File: src/rtl/uart_rx_pkg.sv
// Shared types and constants for the parametrised UART receive controller.
// Optional majority-vote sampling is enabled by defining UART_RX_MAJ3_EN.
package uart_rx_pkg;

    typedef enum logic [2:0] {
        IDLE   = 3'd0,
        START  = 3'd1,
        DATA   = 3'd2,
        PARITY = 3'd3,
        STOP_A = 3'd4,
        STOP_B = 3'd5
    } rx_state_e;

    localparam int PRESC_MIN = 4;

    localparam logic PAR_EVEN = 1'b0;
    localparam logic PAR_ODD  = 1'b1;

endpackage

File: src/rtl/uart_rx_sampler.sv
// RX synchroniser, per-bit edge counter and bit-value decision for uart_rx_ctrl_p.
// With UART_RX_MAJ3_EN defined the bit value is a 2-of-3 vote around mid-bit.
module uart_rx_sampler
    import uart_rx_pkg::*;
#(
    parameter int PRESC_W = 6
) (
    input  logic               CLK,
    input  logic               rst_n,
    input  logic               rx_in,
    input  logic               start,
    input  logic               run,
    input  logic [PRESC_W-1:0] prescale,
    output logic               rx_s,
    output logic               samp_valid,
    output logic               samp_bit,
    output logic               bit_end
);

    logic               rx_meta;
    logic [PRESC_W-1:0] p_q;
    logic [PRESC_W-1:0] edge_cnt;
    logic [PRESC_W-1:0] half;
    logic [PRESC_W-1:0] p_eff;

    assign p_eff   = (prescale < PRESC_W'(PRESC_MIN)) ? PRESC_W'(PRESC_MIN) : prescale;
    assign half    = p_q >> 1;
    assign bit_end = run && (edge_cnt == (p_q - PRESC_W'(1)));

    // Idle-high line: both synchroniser flops come out of reset at 1.
    always_ff @(posedge CLK or negedge rst_n) begin
        if (!rst_n) begin
            rx_meta <= 1'b1;
            rx_s    <= 1'b1;
        end else begin
            rx_meta <= rx_in;
            rx_s    <= rx_meta;
        end
    end

    always_ff @(posedge CLK or negedge rst_n) begin
        if (!rst_n) begin
            p_q      <= PRESC_W'(PRESC_MIN);
            edge_cnt <= '0;
        end else if (start) begin
            p_q      <= p_eff;
            edge_cnt <= '0;
        end else if (run) begin
            edge_cnt <= bit_end ? '0 : edge_cnt + PRESC_W'(1);
        end
    end

`ifdef UART_RX_MAJ3_EN
    logic s0;
    logic s1;

    // Collect the two samples ahead of the decision; the third is the live rx_s.
    always_ff @(posedge CLK or negedge rst_n) begin
        if (!rst_n) begin
            s0 <= 1'b1;
            s1 <= 1'b1;
        end else if (run) begin
            if (edge_cnt == (half - PRESC_W'(1))) s0 <= rx_s;
            if (edge_cnt == half)                 s1 <= rx_s;
        end
    end

    assign samp_valid = run && (edge_cnt == (half + PRESC_W'(1)));
    assign samp_bit   = (s0 & s1) | (s0 & rx_s) | (s1 & rx_s);
`else
    assign samp_valid = run && (edge_cnt == half);
    assign samp_bit   = rx_s;
`endif

endmodule

File: src/rtl/uart_rx_ctrl_p.sv
// UART receive controller: frame FSM, bit counter, deserialiser, parity and stop checks.
// Define UART_RX_MAJ3_EN to switch the sampler to 2-of-3 majority decisions.
module uart_rx_ctrl_p
    import uart_rx_pkg::*;
#(
    parameter int DATA_W  = 8,
    parameter int PRESC_W = 6,
    parameter int CNT_W   = 4
) (
    input  logic               CLK,
    input  logic               rst_n,
    input  logic               RX_IN,
    input  logic               PAR_EN,
    input  logic               PAR_TYP,
    input  logic               STOP2,
    input  logic [PRESC_W-1:0] Prescale,
    output logic [DATA_W-1:0]  data_out,
    output logic               data_valid,
    output logic               par_err,
    output logic               stp_err,
    output logic               strt_glitch,
    output logic               busy
);

    localparam logic [2:0] S_IDLE   = IDLE;
    localparam logic [2:0] S_START  = START;
    localparam logic [2:0] S_DATA   = DATA;
    localparam logic [2:0] S_PARITY = PARITY;
    localparam logic [2:0] S_STOP_A = STOP_A;
    localparam logic [2:0] S_STOP_B = STOP_B;

    logic [2:0]        state_q;
    logic [2:0]        state_d;
    logic [CNT_W-1:0]  bit_cnt;
    logic [DATA_W-1:0] shift_q;
    logic              par_en_q;
    logic              par_typ_q;
    logic              stop2_q;

    logic rx_s;
    logic samp_valid;
    logic samp_bit;
    logic bit_end;
    logic start_det;
    logic run;
    logic glitch;
    logic par_bad;
    logic stop_bad;
    logic frame_end;
    logic frame_good;
    logic exp_par;

    uart_rx_sampler #(.PRESC_W(PRESC_W)) u_sampler (
        .CLK        (CLK),
        .rst_n      (rst_n),
        .rx_in      (RX_IN),
        .start      (start_det),
        .run        (run),
        .prescale   (Prescale),
        .rx_s       (rx_s),
        .samp_valid (samp_valid),
        .samp_bit   (samp_bit),
        .bit_end    (bit_end)
    );

    assign start_det = (state_q == S_IDLE) && !rx_s;
    assign run       = (state_q != S_IDLE);
    assign exp_par   = (^shift_q) ^ (par_typ_q != PAR_EVEN);

    always_comb begin
        state_d   = state_q;
        glitch    = 1'b0;
        par_bad   = 1'b0;
        stop_bad  = 1'b0;
        frame_end = 1'b0;
        case (state_q)
            S_IDLE: begin
                if (!rx_s) state_d = S_START;
            end
            S_START: begin
                if (samp_valid && samp_bit) begin
                    glitch  = 1'b1;
                    state_d = S_IDLE;
                end else if (bit_end) begin
                    state_d = S_DATA;
                end
            end
            S_DATA: begin
                // bit_cnt already counts the start bit, so DATA_W here is the last data bit.
                if (bit_end && (bit_cnt == CNT_W'(DATA_W)))
                    state_d = par_en_q ? S_PARITY : S_STOP_A;
            end
            S_PARITY: begin
                if (samp_valid && (samp_bit != exp_par)) par_bad = 1'b1;
                if (bit_end) state_d = S_STOP_A;
            end
            S_STOP_A: begin
                if (samp_valid) begin
                    stop_bad = !samp_bit;
                    if (!stop2_q) begin
                        frame_end = 1'b1;
                        state_d   = S_IDLE;
                    end
                end
                if (stop2_q && bit_end) state_d = S_STOP_B;
            end
            S_STOP_B: begin
                if (samp_valid) begin
                    stop_bad  = !samp_bit;
                    frame_end = 1'b1;
                    state_d   = S_IDLE;
                end
            end
            default: state_d = S_IDLE;
        endcase
    end

    assign frame_good = !(par_err || par_bad || stp_err || stop_bad);

    // data_valid is a one-cycle strobe with no ready/backpressure: the consumer
    // must take data_out on the cycle data_valid is high; data_out then holds.
    always_ff @(posedge CLK or negedge rst_n) begin
        if (!rst_n) begin
            state_q     <= S_IDLE;
            busy        <= 1'b0;
            strt_glitch <= 1'b0;
            data_valid  <= 1'b0;
            data_out    <= '0;
        end else begin
            state_q     <= state_d;
            busy        <= (state_d != S_IDLE);
            strt_glitch <= glitch;
            data_valid  <= frame_end && frame_good;
            if (frame_end && frame_good) data_out <= shift_q;
        end
    end

    always_ff @(posedge CLK or negedge rst_n) begin
        if (!rst_n) begin
            bit_cnt   <= '0;
            par_en_q  <= 1'b0;
            par_typ_q <= PAR_EVEN;
            stop2_q   <= 1'b0;
            par_err   <= 1'b0;
            stp_err   <= 1'b0;
        end else if (start_det) begin
            bit_cnt   <= '0;
            par_en_q  <= PAR_EN;
            par_typ_q <= PAR_TYP ? PAR_ODD : PAR_EVEN;
            stop2_q   <= STOP2;
            par_err   <= 1'b0;
            stp_err   <= 1'b0;
        end else begin
            if (bit_end)  bit_cnt <= bit_cnt + CNT_W'(1);
            if (par_bad)  par_err <= 1'b1;
            if (stop_bad) stp_err <= 1'b1;
        end
    end

    always_ff @(posedge CLK or negedge rst_n) begin
        if (!rst_n) begin
            shift_q <= '0;
        end else if (samp_valid && (state_q == S_DATA)) begin
            shift_q <= {samp_bit, shift_q[DATA_W-1:1]};
        end
    end

endmodule
File: config.mk
export PLATFORM = sky130hd
export DESIGN_NAME = uart_rx_ctrl_p
export DESIGN_NICKNAME = d
export VERILOG_FILES = /design/src/rtl/uart_rx_pkg.sv /design/src/rtl/uart_rx_sampler.sv /design/src/rtl/uart_rx_ctrl_p.sv
export SDC_FILE = /design/constraint.sdc
export NUM_CORES = 1
export LEC_CHECK = 0
export CORE_ASPECT_RATIO = 1.1
export CORE_MARGIN = 10
export CORE_UTILIZATION = 33
export CTS_CLUSTER_SIZE = 20
export DETAILED_ROUTE_END_ITERATION = 10
export PLACE_DENSITY = 0.53
export SLEW_MARGIN = 25
export SYNTH_ARGS = -nofsm -noshare
export SYNTH_HDL_FRONTEND = slang
export SYNTH_SLANG_ARGS = --single-unit
File: constraint.sdc
create_clock -name CLK -period 2.6 [get_ports CLK]
set_input_delay 0.65 -clock CLK [delete_from_list [all_inputs] [get_ports CLK]]
set_output_delay 0.65 -clock CLK [all_outputs]
set_load 0.02 [all_outputs]
==> key figures, run 1 <==
Cells and area
  – Final #Nets: 249
  – Post-route design area: 2730 um^2
  – Synth-to-Final Area Change: 17.6%
  – Share of layout cells above drive strength 1: 19.2%
  – ANT cells: 0
  – Number of fill cells in the layout: 683

Clocking
  – Number of sinks driven by the clock tree: 45
  – Setup bufs post-CTS: 0
  – H-tree levels: 2
  – Cell chosen for the clock root: clkbuf_8
  – Number of buffers on the longest clock path: 2
  – Clock edge transition at the registers on the reported setup and hold paths: 100 ps
  – Number of buffers added by the clock tree synthesis step: 5
  – Skew-Pair Late Insertion Delay: 310 ps
  – CTS tree: done
  – Resized cells post-CTS: 0
  – # hold bufs at CTS: 0

Setup path
  – Cells along the critical path: inv_1 > ha_1 > nand2b_1 > o211a_1 > o31ai_1 > and2_4 > mux2i_1 > a211o_1
  – Sort of element at the start of the critical path: flip-flop
  – Largest stage delay, worst path: 430 ps
  – Critical path data arrival time: 2440 ps
  – CP Max Fanout: 8
  – CP required: 2800 ps
  – CP max-delay cell: dfrtp_1
  – Startpoint-to-endpoint class of the critical path: reg2reg
  – CP endpoint kind: flip-flop

Power and ir drop
  – Sequential Power Share: 43.7%
  – Peak supply drop: 0.000338 V
  – Combinational share of power: 36.6%
  – Static Leak: 1.23 nW
  – Switching power as a share of total power: 38.8%
  – Internal power contribution: 1.51 mW
  – Pwr/cell area: 904 nW/um^2
  – Switching pwr: 958 uW
  – Final Total Pwr: 2.47 mW
  – Portion of total power attributed to the clock network: 19.6%

Global routing
  – Wire length of the first global-routing pass: 7900 um
  – Total routing usage reported by global routing: 8.93%
  – Largest net degree at the start of global routing: 46
  – Number of antenna violations at the first check in global routing: 0
  – Vias in the first global route: 1580
  – Grt ovf: 0

Logic synthesis
  – Area of the mapped netlist: 2320 um^2
  – Number of synthesized flops with an enable pin: 0
  – Post-synthesis sequential area ratio: 48.7%
  – Average footprint of a synthesized cell: 11.2 um^2
  – Register bit count reported by yosys: 45
  – Post-Syn Nets: 223
  – Async S/R FF share, synth: 100%
  – Top_reg_cell synth: dfrtp_1
  – Yosys synthesis warning count: 0
  – Library cells used by synthesis: 47
  – Post-synthesis cell count: 207

Routing
  – Number of iterations in the first detailed-routing pass: 4
  – Average vias per placed instance: 4.95
  – Count of unresolved DRC violations after routing: 0
  – Vias: 1578
  – Wire length per cell after detailed routing: 14.6 um
  – Antenna-violating nets left: 0
  – Starting DRC count in detailed routing: 91
  – Routed Wire Length: 4650 um

Placement
  – I/O Buffers: 24
  – Place WS: 365 ps
  – GP Congestion: 0.752
  – Post-DP HPWL: 3330 um
  – Placed Area: 2630 um^2

Floorplanning
  – Horizontal die dimension: 100 um
  – Placement row count: 32
  – Initial Utilization: 33.5%
  – Die height: 108 um
  – Die ar.: 10800 um^2
  – I/O pin count: 25
  – Core footprint: 6930 um^2

Job
  – Max_cap viols: 0

Timing
  – Setup violators final: 0
  – Final hold viol count: 0
  – Post-route worst setup slack: 361 ps
  – RSZ-0062 raised after global routing: no
  – Post-route fraction of the period consumed by the critical path: 86.1%
  – Final sum of negative setup slack: 0 ps
  – Max Clk Rate: 0.447 GHz
  – Worst-case clock skew: 5.81 ps
  – Min Tclk post-route: 2240 ps
  – Slew Limit Fails: 0
  – Worst-margin pin slew: 594 ps
  – Rel. slew slack: 60.4%

Outcome
  – Outcome: completed

Min path
  – Class of the tightest hold or removal check: reg2reg
## synthesized netlist by cell type, types with 5 or more instances
| cell | instances | area share, % |
|---|---|---|
| clkbuf_1 | 5 | 0.81 |
| dfrtp_1 | 42 | 45 |
| inv_1 | 6 | 0.97 |
| mux2_2 | 22 | 11 |
| nand2_1 | 9 | 1.5 |
| nand3_1 | 9 | 1.9 |
| nor2_1 | 15 | 2.4 |
| nor2b_1 | 7 | 1.9 |
| nor3_1 | 8 | 1.7 |
| o21ai_0 | 7 | 1.5 |
| xnor2_1 | 10 | 3.8 |
| xor2_1 | 12 | 4.5 |
## critical path, delay by kind of cell, from the launching register on
family          cells  cell delay (ps)
compound gates      3              800
fa+ha+maj           1              230
buf+inv             1               80
flops               1              430
mux                 1              110
simple gates        2              470
## sequential cells by signal (all words and copies together), names as in the netlist, 3 cells and up
| register | cells |
|---|---|
| shift_q | 8 |
| data_out | 8 |
| u_sampler.p_q | 6 |
| u_sampler.edge_cnt | 6 |
| bit_cnt | 4 |
| state_q | 3 |
## path summary, 6_finish.rpt
check                                              from                                 to  slack (ps)  cells after the start
max                        u_sampler.p_q[0]$_DFFE_PN0P_                     busy$_DFF_PN0_         360                      8
min                         u_sampler.rx_meta$_DFF_PN1_           u_sampler.rx_s$_DFF_PN1_         360                      0
max reg2reg                u_sampler.p_q[0]$_DFFE_PN0P_                     busy$_DFF_PN0_         360                      8
min reg2reg                 u_sampler.rx_meta$_DFF_PN1_           u_sampler.rx_s$_DFF_PN1_         360                      0
max in group asynchronous                         rst_n  u_sampler.edge_cnt[5]$_DFFE_PN0P_        1780                      2
min in group asynchronous                         rst_n               data_valid$_DFF_PN0_         410                      2
## power by group through the flow
stage                     Combinational (mW)  Clock [mW]  Sequential, mW
final                                  0.905       0.484            1.08
after global routing                    1.02       0.528            1.11
after detailed placement               0.916           0            1.09
after global placement                 0.914           0            1.09
after CTS                              0.922       0.508            1.08
after floorplan                        0.796           0           0.994
## layout by cell type, fill, tap and decap left out, drive strengths merged, types with 2 or more instances in the layout
| cell type | n |
|---|---|
| nand2 | 9 |
| o31ai | 2 |
| nand2b | 3 |
| and2 | 2 |
| clkbuf | 5 |
| nor2b | 7 |
| dfrtp | 42 |
| ha | 4 |
| a221o | 2 |
| mux2i | 3 |
| nand3 | 9 |
| xor2 | 12 |
| nor3 | 8 |
| buf | 5 |
| a21oi | 3 |
| nor3b | 2 |
| nor4 | 2 |
| nand4 | 3 |
| xnor2 | 10 |
| or4 | 2 |
| dfstp | 3 |
| nor2 | 16 |
| a211o | 2 |
| clkdlybuf4s50 | 23 |
| inv | 9 |
| mux2 | 22 |
| a31oi | 3 |
| o21ai | 8 |
## layer usage
layer	part of all wire (%)	global-route usage, %
met4	1.9	3.69
met5	0	0
met1	48	11.5
met2	46	13.8
met3	4.1	2.36
## per-stage QoR
step	hold slack, ps	utilization, %	instances
floorplan	345	-	207
global placement	346	38.0	311
detailed placement	350	38.0	311
CTS	372	39.4	319
global route	375	39.4	319
finish	363	39.4	319
## cell type report
cell class              count  area (um^2)  share of cell area [%]
clock inverters             3         28.8                    1.05
inverters                   6         22.5                   0.825
flip-flops and latches     45         1130                    41.4
clock buffers               5         68.8                    2.52
repair buffers             28          265                    9.72
well taps                  85          106                    3.90
multi-input cells         147         1110                    40.6
## cells by family after synthesis
logic type	share of synthesized area, %
simple gates	17.6
flops	48.7
compound gates	7.71
mux	12.0
xor+xnor	8.30
buf+inv	3.56
fa+ha+maj	2.16
Note: power is estimated with default switching activity, not from simulation.
==> run 2, diff against run 1 <==
--- a/config.mk
+++ b/config.mk
@@ -10,7 +10,9 @@
 export CORE_UTILIZATION = 33
 export CTS_CLUSTER_SIZE = 20
 export DETAILED_ROUTE_END_ITERATION = 10
+export MAX_ROUTING_LAYER = met4
 export PLACE_DENSITY = 0.53
+export SETUP_SLACK_MARGIN = 0.02
 export SLEW_MARGIN = 25
 export SYNTH_ARGS = -nofsm -noshare
 export SYNTH_HDL_FRONTEND = slang
==> key figures, run 2 (synthesis results as in run 1) <==
Outcome
  – Outcome: completed (unchanged)

Cells and area
  – Synth-to-Final Area Change: 17.6% (unchanged)
  – Final #Nets: 249 (unchanged)
  – Commonest non-fill, non-tap cells in the layout: 42 x dfrtp_1, 23 x clkdlybuf4s50_1, 22 x mux2_2 (unchanged)
  – Leading registers by flop count: data_out: 8 flops, shift_q: 8 flops (unchanged)
  – ANT cells: 0 (unchanged)
  – Most frequent standard cell in the layout excluding fill and tap cells: dfrtp_1 (unchanged)
  – Share of layout cells above drive strength 1: 19.2% (unchanged)
  – Final standard cell count with taps included and fillers excluded: 319 (unchanged)

Power and ir drop
  – Sequential Power Share: 43.7% (about the same)
  – Peak supply drop: 0.000340 V (was 0.000338 V)
  – Internal power contribution: 1.51 mW (about the same)
  – Portion of total power attributed to the clock network: 19.6% (about the same)
  – Combinational share of power: 36.7% (was 36.6%)
  – Pwr/cell area: 904 nW/um^2 (about the same)
  – Switching pwr: 957 uW (was 958 uW)
  – Switching power as a share of total power: 38.8% (about the same)
  – Static Leak: 1.23 nW (unchanged)

Clocking
  – H-tree levels: 2 (unchanged)
  – CTS tree: done (unchanged)
  – Cell chosen for the clock root: clkbuf_8 (unchanged)
  – Number of buffers added by the clock tree synthesis step: 5 (unchanged)
  – Number of sinks driven by the clock tree: 45 (unchanged)
  – Skew-Pair Late Insertion Delay: 310 ps (about the same)
  – # hold bufs at CTS: 0 (unchanged)
  – Clock edge transition at the registers on the reported setup and hold paths: 100 ps (about the same)
  – Setup bufs post-CTS: 0 (unchanged)
  – Resized cells post-CTS: 0 (unchanged)
  – Number of buffers on the longest clock path: 2 (unchanged)

Placement
  – Post-DP HPWL: 3330 um (unchanged)
  – GP Congestion: 0.762 (was 0.752)
  – Number of cells after detailed placement: 311 (unchanged)
  – I/O Buffers: 24 (unchanged)

Timing
  – Rel. slew slack: 60.6% (was 60.4%)
  – Final hold viol count: 0 (unchanged)
  – Worst-margin pin slew: 591 ps (was 594 ps)
  – Slew Limit Fails: 0 (unchanged)
  – Min Tclk post-route: 2240 ps (about the same)
  – Worst-case clock skew: 5.63 ps (was 5.81 ps)
  – Post-route fraction of the period consumed by the critical path: 86.2% (was 86.1%)
  – Max Clk Rate: 0.446 GHz (was 0.447 GHz)
  – RSZ-0062 raised after global routing: no (unchanged)
  – Final sum of negative setup slack: 0 ps (unchanged)
  – Setup violators final: 0 (unchanged)

Setup path
  – Worst flop-to-flop path endpoint: busy$_DFF_PN0_ (unchanged)
  – Largest stage delay, worst path: 430 ps (about the same)
  – Launch instance of the worst register-to-register path: u_sampler.p_q[0]$_DFFE_PN0P_ (unchanged)
  – CP endpoint kind: flip-flop (unchanged)
  – CP max-delay cell: dfrtp_1 (unchanged)
  – Startpoint-to-endpoint class of the critical path: reg2reg (unchanged)
  – Setup slack on the worst flop-to-flop path: 360 ps (about the same)
  – CP required: 2800 ps (about the same)
  – Critical path's top delay family: compound AO/OA/AOI/OAI gates (unchanged)
  – Crit path capture: busy$_DFF_PN0_ (unchanged)
  – WP buf/inv: 1 (unchanged)
  – Sort of element at the start of the critical path: flip-flop (unchanged)
  – Critical path data arrival time: 2440 ps (about the same)
  – Length in cells of the worst reg-to-reg path: 8 (unchanged)
  – Cells along the critical path: inv_1 > ha_1 > nand2b_1 > o211a_1 > o31ai_1 > and2_4 > mux2i_1 > a211o_1 (unchanged)
  – CP Max Fanout: 8 (unchanged)
  – Source of the critical timing path: u_sampler.p_q[0]$_DFFE_PN0P_ (unchanged)
  – Stages on the worst setup path: 8 (unchanged)

Routing
  – Average vias per placed instance: 4.94 (was 4.95)
  – Wire length per cell after detailed routing: 14.6 um (about the same)
  – Routed Wire Length: 4660 um (was 4650 um)
  – Count of unresolved DRC violations after routing: 0 (unchanged)
  – Antenna-violating nets left: 0 (unchanged)
  – Starting DRC count in detailed routing: 66 (was 91)
  – Number of iterations in the first detailed-routing pass: 4 (unchanged)
  – Vias: 1577 (was 1578)

Min path
  – Class of the tightest hold or removal check: reg2reg (unchanged)

Floorplanning
  – Die ar.: 10800 um^2 (unchanged)
  – I/O pin count: 25 (unchanged)
  – Die height: 108 um (unchanged)
  – Initial Utilization: 33.5% (unchanged)
  – Placement row count: 32 (unchanged)
  – Horizontal die dimension: 100 um (unchanged)
  – Core footprint: 6930 um^2 (unchanged)

Global routing
  – Number of antenna violations at the first check in global routing: 0 (unchanged)
  – Largest net degree at the start of global routing: 46 (unchanged)
  – Grt ovf: 0 (unchanged)
  – Vias in the first global route: 1578 (was 1580)
  – Wire length of the first global-routing pass: 7890 um (was 7900 um)
  – Total routing usage reported by global routing: 9.20% (was 8.93%)

Job
  – Max_cap viols: 0 (unchanged)
[run 2: cell counts in the layout (fill, tap and decap cells not counted)]
Identical to the previous run, type by type.
[run 2: through the flow]
step | worst slack (ps) | util, % | power (mW) | hold slack [ps] | instance area, um^2
floorplan | 525 | - | 1.79 | 345 | 2320
global placement | 370 | 38.0 | 2.00 | 346 | 2630
detailed placement | 365 | 38.0 | 2.01 | 350 | 2630
CTS | 335 | 39.4 | 2.51 | 372 | 2730
global route | 225 | 39.4 | 2.66 | 375 | 2730
finish | 360 | 39.4 | 2.47 | 363 | 2730
[run 2: worst min-delay path by stage]
stage | from | to | slack [ps] | cells past startpoint
after floorplan | rst_n | bit_cnt[0]$_DFFE_PN0P_ | 350 | 0
after global placement | u_sampler.rx_meta$_DFF_PN1_ | u_sampler.rx_s$_DFF_PN1_ | 350 | 0
after detailed placement | u_sampler.rx_meta$_DFF_PN1_ | u_sampler.rx_s$_DFF_PN1_ | 350 | 0
after CTS | u_sampler.rx_meta$_DFF_PN1_ | u_sampler.rx_s$_DFF_PN1_ | 370 | 0
after global routing | u_sampler.rx_meta$_DFF_PN1_ | u_sampler.rx_s$_DFF_PN1_ | 380 | 0
final | u_sampler.rx_meta$_DFF_PN1_ | u_sampler.rx_s$_DFF_PN1_ | 360 | 0
[run 2: power groups by stage]
stage	Clock [mW]	Sequential, mW	Combinational, mW
2_1_floorplan	0	0.994	0.796
3_3_place_gp	0	1.09	0.914
3_5_place_dp	0	1.09	0.916
4_1_cts	0.508	1.08	0.922
5_1_grt	0.528	1.11	1.02
6_report	0.483	1.08	0.905
[run 2: worst register-to-register path: cells and delay by family, from the launching register on]
kind                     cells  cell delay, ps
AO/OA/AOI/OAI                3             800
adder cells (fa/ha/maj)      1             230
buffers and inverters        1              80
flip-flops                   1             430
multiplexers                 1             120
AND/OR/NAND/NOR              2             480
[run 2: area by class of cell]
cell class | instances | area [um^2]
inverter | 6 | 22.5
clock inverter | 3 | 28.8
tap | 85 | 106
multi-input combinational | 147 | 1110
clock buffer | 5 | 68.8
sequential | 45 | 1130
timing repair buffer | 28 | 265
fill | 683 | 4200
[run 2: layer usage]
layer | track usage [%] | wire length [um] | up-vias
li1 | - | - | 780
met1 | 11.7 | 2270 | 766
met2 | 13.8 | 2150 | 24
met3 | 2.04 | 145 | 7
met4 | 3.69 | 87 | 0
met5 | - | 0 | -
==> variant 1 (config.mk and constraints of run 1) <==
One comparison of `bit_cnt` changes from == to >=.
--- a/src/rtl/uart_rx_ctrl_p.sv
+++ b/src/rtl/uart_rx_ctrl_p.sv
@@ -87,7 +87,7 @@
             end
             S_DATA: begin
                 // bit_cnt already counts the start bit, so DATA_W here is the last data bit.
-                if (bit_end && (bit_cnt == CNT_W'(DATA_W)))
+                if (bit_end && (bit_cnt >= CNT_W'(DATA_W)))
                     state_d = par_en_q ? S_PARITY : S_STOP_A;
             end
             S_PARITY: begin
Function: no difference found for any inputs over 10 cycles, from zero or initial values and one cycle with rst_n low; that may be too few to reach the edited logic, so the function may still have changed.
==> variant 1 against run 1 <==
  * Area after synthesis increased by 0.11%
  * Design area increased by 2.8%
  * Die area about the same
  * Worst setup slack got worse by 0.13 ns
  * Global-route usage increased by 1.2 points
  * Power increased by 6.8%
  * Non-clock buffer count increased by 9
  * Sequential cell count unchanged
  * Routed wire length increased by 11%
  * Count of clock-buffer cells in the layout increased by 1
  * Highest routed layer unchanged
==> variant 1: results (changes against run 1) <==
DR WL met3 -> 203 microns (+6.3%)
Vias per cell -> 5.10 (+3.1%)
Worst EP arrival -> 2.57 ns (+0.13 ns)
P_sw -> 1.05 mW (+9.3%)
Critical Path Start -> state_q[1]$_DFF_PN0_
Post-synthesis mux area share -> 9.69% (-2.3 points)
Most frequent cells after synthesis -> dfrtp_1, mux2_2, nand2_1
Nets -> 269 (+8.0%)
Relative slew margins -> 49.0% (-11 points)
GR Layer Usage met3 -> 2.81% (+0.45 points)
R2R depth -> 6 (-2)
Slowest-stage cell, CP -> or4b_4
R2R Setup Slk -> 0.23 ns (-0.13 ns)
Post-synthesis cell type count -> 42 (-11%)
Aggregate global-route resource usage -> 10.1% (+1.2 points)
Post-CTS Setup Inserts -> 0 (unchanged)
DP HPWL -> 3.81 mm (+14%)
Fillers -> 702 (+2.8%)
Dpl cell area -> 2710 sq um (+3.0%)
Reg-to-Reg End -> data_out[7]$_DFFE_PN0P_
Post-synthesis cell count -> 222 (+7.2%)
Adder-cell share of the synthesized area -> 2.15% (-0.0023 points)
Post-synthesis compound-gate area fraction -> 12.1% (+4.4 points)
Setup Crit Path Kind -> flip-flop to flip-flop
CP delay by family, top -> simple AND/OR/NAND/NOR gates
First-pass GRT wire length -> 8.95 mm (+13%)
Clock skew -> 0.00298 ns (-0.00283 ns)
Vias in the first global route -> 1,753 (+11%)
Multi-input gate area -> 1100 sq um (-0.34%)
Syn nets -> 238 (+6.7%)
Met1 Wirelength -> 2.39 mm (+7.8%)
Clk slew on worst S/H paths -> 0.09 ns
Slowest stage delay, CP -> 0.51 ns (+0.08 ns)
Peak VDD IR -> 0.000336 V (-0.57%)
Post-Route WL -> 5.16 mm (+11%)
Placed insts -> 331 (+6.4%)
Synth Area in XOR/XNOR -> 7.75% (-0.55 points)
Leak Pwr -> 1.19 nW (-2.8%)
DRT iter0 DRCs -> 92 (+1.1%)
RePlAce Congestion -> 0.813 (+8.1%)
Status -> complete, no violations
Per-cell routed wire length -> 15.2 microns (+4.4%)
Met2 Use GR -> 16.8% (+3.0 points)
Synthesis Warnings -> 0 (unchanged)
Hold Path Class -> flip-flop to flip-flop
Top flop regs -> data_out (8), shift_q (8)
Seq/Total Area, Yosys -> 48.6% (-0.052 points)
CP max FO -> 9 (+1)
Grt met1 use -> 12.6% (+1.0 points)
Cts bufs inserted -> 5 (unchanged)
Critical Path RT -> 2.79 ns (about the same)
Met2 WL -> 2.51 mm (+17%)
Final Hold Slack -> 0.360 ns (-0.00258 ns)
Ranking of synthesized cells by area -> dfrtp_1, mux2_2, xnor2_1, dfstp_2, o21ai_0
Share of layout cells above drive strength 1 -> 19.7% (+0.45 points)
Async SR Flop Fraction -> 100% (unchanged)
Top sig layer -> met4
Largest net degree at the start of global routing -> 35 (-24%)
[variant 1: cell types whose count changed after synthesis, sizes merged, moves of 4 or more]
cell / run 1 / this run
inv: 6 / 10
o21ai: 8 / 14
or2: 0 / 4
xor2: 12 / 2
o211ai: 0 / 5
clkbuf: 6 / 11
nor2: 16 / 12
xnor2: 10 / 16
nand2: 9 / 17
[variant 1: final cells by class]
class	count	share of cell area, %
clock buffer	6	2.94
timing repair buffer	37	11.9
inverter	10	1.34
tap	85	3.79
sequential	45	40.2
clock inverter	2	0.490
multi-input combinational	154	39.3
[variant 1: power groups by stage]
stage | registers (mW) | clock network (mW) | logic (mW)
5_1_grt | 1.09 | 0.515 | 1.23
3_5_place_dp | 1.07 | 0 | 1.11
4_1_cts | 1.06 | 0.487 | 1.12
6_report | 1.06 | 0.470 | 1.11
3_3_place_gp | 1.07 | 0 | 1.11
2_1_floorplan | 0.997 | 0 | 0.842
==> variant 2 (flow settings as in run 1) <==
Made on the original files. Build with the macro `UART_RX_MAJ3_EN` defined.
--- a/src/rtl/uart_rx_sampler.sv
+++ b/src/rtl/uart_rx_sampler.sv
@@ -1,5 +1,7 @@
 // RX synchroniser, per-bit edge counter and bit-value decision for uart_rx_ctrl_p.
 // With UART_RX_MAJ3_EN defined the bit value is a 2-of-3 vote around mid-bit.
+`define UART_RX_MAJ3_EN
+
 module uart_rx_sampler
     import uart_rx_pkg::*;
 #(
Check against the original RTL: not equivalent (a bounded check fails within 10 cycles, from zero or initial values and one cycle with rst_n low).
==> variant 2 against run 1 <==
  * Hold slack worse by 0.039 ns
  * Worst setup slack lost 0.19 ns
  * Routed wire length increased by 23%
  * Area after synthesis increased by 14%
  * Clock power rose by 10%
  * Sequential share of layout area decreased by 4.3 points
  * Design area grew 17%
  * Combinational power is 72% higher
  * Power grew 31%
  * Sequential cell count rose by 2
  * Non-clock buffer count grew 9
  * Count of clock-buffer cells in the layout unchanged
==> variant 2: results (changes against run 1) <==
Clock root buffer -> clkbuf_8
DP HPWL -> 4.47 mm (+34%)
Leak Pwr -> 1.38 nW (+12%)
Worst EP arrival -> 2.62 ns (+0.18 ns)
Nets -> 301 (+21%)
Async SR Flop Fraction -> 100% (unchanged)
Fin Setup TNS -> 0 ns (unchanged)
Drt pass-1 iters -> 4 (unchanged)
Placed insts -> 383 (+23%)
H-tree level count -> 2 (unchanged)
Initial antenna violation count -> 0 (unchanged)
Most frequent cells after synthesis -> dfrtp_1, mux2_2, nor2_1
DRT iter0 DRCs -> 65 (-29%)
Seq/Total Area, Yosys -> 44.6% (-4.1 points)
Place WS -> 0.107 ns (-0.258 ns)
PortBufs -> 24 (unchanged)
RePlAce Congestion -> 0.837 (+11%)
Post-CTS Setup Inserts -> 0 (unchanged)
Post-synthesis cell count -> 250 (+21%)
CTS Buffer Depth -> 2 (unchanged)
Aggregate global-route resource usage -> 10.0% (+1.1 points)
Post-Route WL -> 5.74 mm (+23%)
Hold Path Class -> primary input to asynchronous set/reset pin
Post-synthesis mux area share -> 9.34% (-2.6 points)
Adder-cell share of the synthesized area -> 3.68% (+1.5 points)
Vias per cell -> 5.04 (+1.9%)
Clk slew on worst S/H paths -> 0.09 ns
Largest net degree at the start of global routing -> 26 (-43%)
Top flop regs -> data_out (8), shift_q (8)
Final std cells w/o fill -> 391 (+23%)
Final count of negative-setup-slack endpoints -> 0 (unchanged)
Syn nets -> 269 (+21%)
Post-synthesis cell type count -> 51 (+8.5%)
Ranking of synthesized cells by area -> dfrtp_1, mux2_2, xnor2_1, dfstp_2, xor2_1
Worst-skew pair later-pin latency -> 0.30 ns
Cts bufs inserted -> 5 (unchanged)
Diode count -> 0 (unchanged)
Post-synthesis compound-gate area fraction -> 11.3% (+3.6 points)
First-pass GRT wire length -> 10.1 mm (+27%)
Peak VDD IR -> 0.000402 V (+19%)
Synth Area in XOR/XNOR -> 10.2% (+1.9 points)
CP max FO -> 9 (+1)
Synthesis Warnings -> 0 (unchanged)
Tightest Pin Transition -> 0.549 ns (-0.0448 ns)
Share of layout cells above drive strength 1 -> 21.2% (+2.0 points)
Clock skew -> 0.00913 ns (+0.00332 ns)
Vias in the first global route -> 2,030 (+28%)
Main synth FF type -> dfrtp_1
Status -> complete, no violations
[variant 2: cell types whose count changed in the layout (fill, tap and decap cells not counted), moves of 4 or more]
cell,run 1,this run
buf_4,4,12
xnor2_1,10,16
o31ai_1,2,7
inv_1,6,10
nand2_1,9,13
[variant 2: timing repair]
action,in CTS,in global routing
endpoints found under the hold margin,0,0
gates resized for setup,0,4
hold buffers,0,0
endpoints found under the setup margin,0,11
[variant 2: metal layers]
| metal | part of all wire [%] | GRT usage [%] |
|---|---|---|
| met1 | 44 | 12.2 |
| met2 | 49 | 16.9 |
| met3 | 5.7 | 2.54 |
| met4 | 1.7 | 3.30 |
| met5 | 0 | 0 |
[variant 2: area by class of cell]
cell class / instances / area (sq um)
inverter: 10 / 37.5
clock inverter: 3 / 43.8
fill: 781 / 4690
multi-input combinational: 181 / 1380
timing repair buffer: 37 / 337
clock buffer: 5 / 68.8
sequential: 47 / 1180
tap: 108 / 135
[variant 2: power breakdown]
part | total (mW) | switching, mW | internal (mW)
Clock | 0.533 | 0.247 | 0.286
Sequential | 1.15 | 0.234 | 0.915
Combinational | 1.56 | 0.830 | 0.725
[variant 2: final timing paths]
path,startpoint,endpoint,slack (ns),depth (start not counted)
worst max-delay path,u_sampler.p_q[2]$_DFFE_PN1P_,data_out[1]$_DFFE_PN0P_,0.17,9
worst min-delay path,rst_n,par_typ_q$_DFFE_PN0P_,0.32,1
worst max register to register,u_sampler.p_q[2]$_DFFE_PN1P_,data_out[1]$_DFFE_PN0P_,0.17,9
worst min register to register,u_sampler.rx_meta$_DFF_PN1_,u_sampler.rx_s$_DFF_PN1_,0.36,0
max in group asynchronous,rst_n,u_sampler.rx_meta$_DFF_PN1_,1.62,2
min in group CLK,u_sampler.rx_meta$_DFF_PN1_,u_sampler.rx_s$_DFF_PN1_,0.36,0
[variant 2: logic make-up after synthesis]
kind of cell             after synthesis
AO/OA/AOI/OAI                         40
XOR/XNOR                              30
adder cells (fa/ha/maj)                8
buffers and inverters                 22
flip-flops                            47
multiplexers                          22
AND/OR/NAND/NOR                       81
[variant 2: through the flow]
stage	hold slack (ns)	instance area, sq um
3_5_place_dp	0.347	3060
3_3_place_gp	0.347	3060
6_report	0.324	3180
4_1_cts	0.335	3180
2_1_floorplan	0.345	2650
5_1_grt	0.355	3180
[variant 2: critical path: stages, from the launching register on]
cell and delay [ns]:
dfstp_2 0.57, buf_4 0.15, ha_2 0.22, nand3_1 0.09
a211o_1 0.30, o211ai_2 0.13, nand4_4 0.19, nor4_4 0.17
buf_6 0.17, mux2_2 0.33
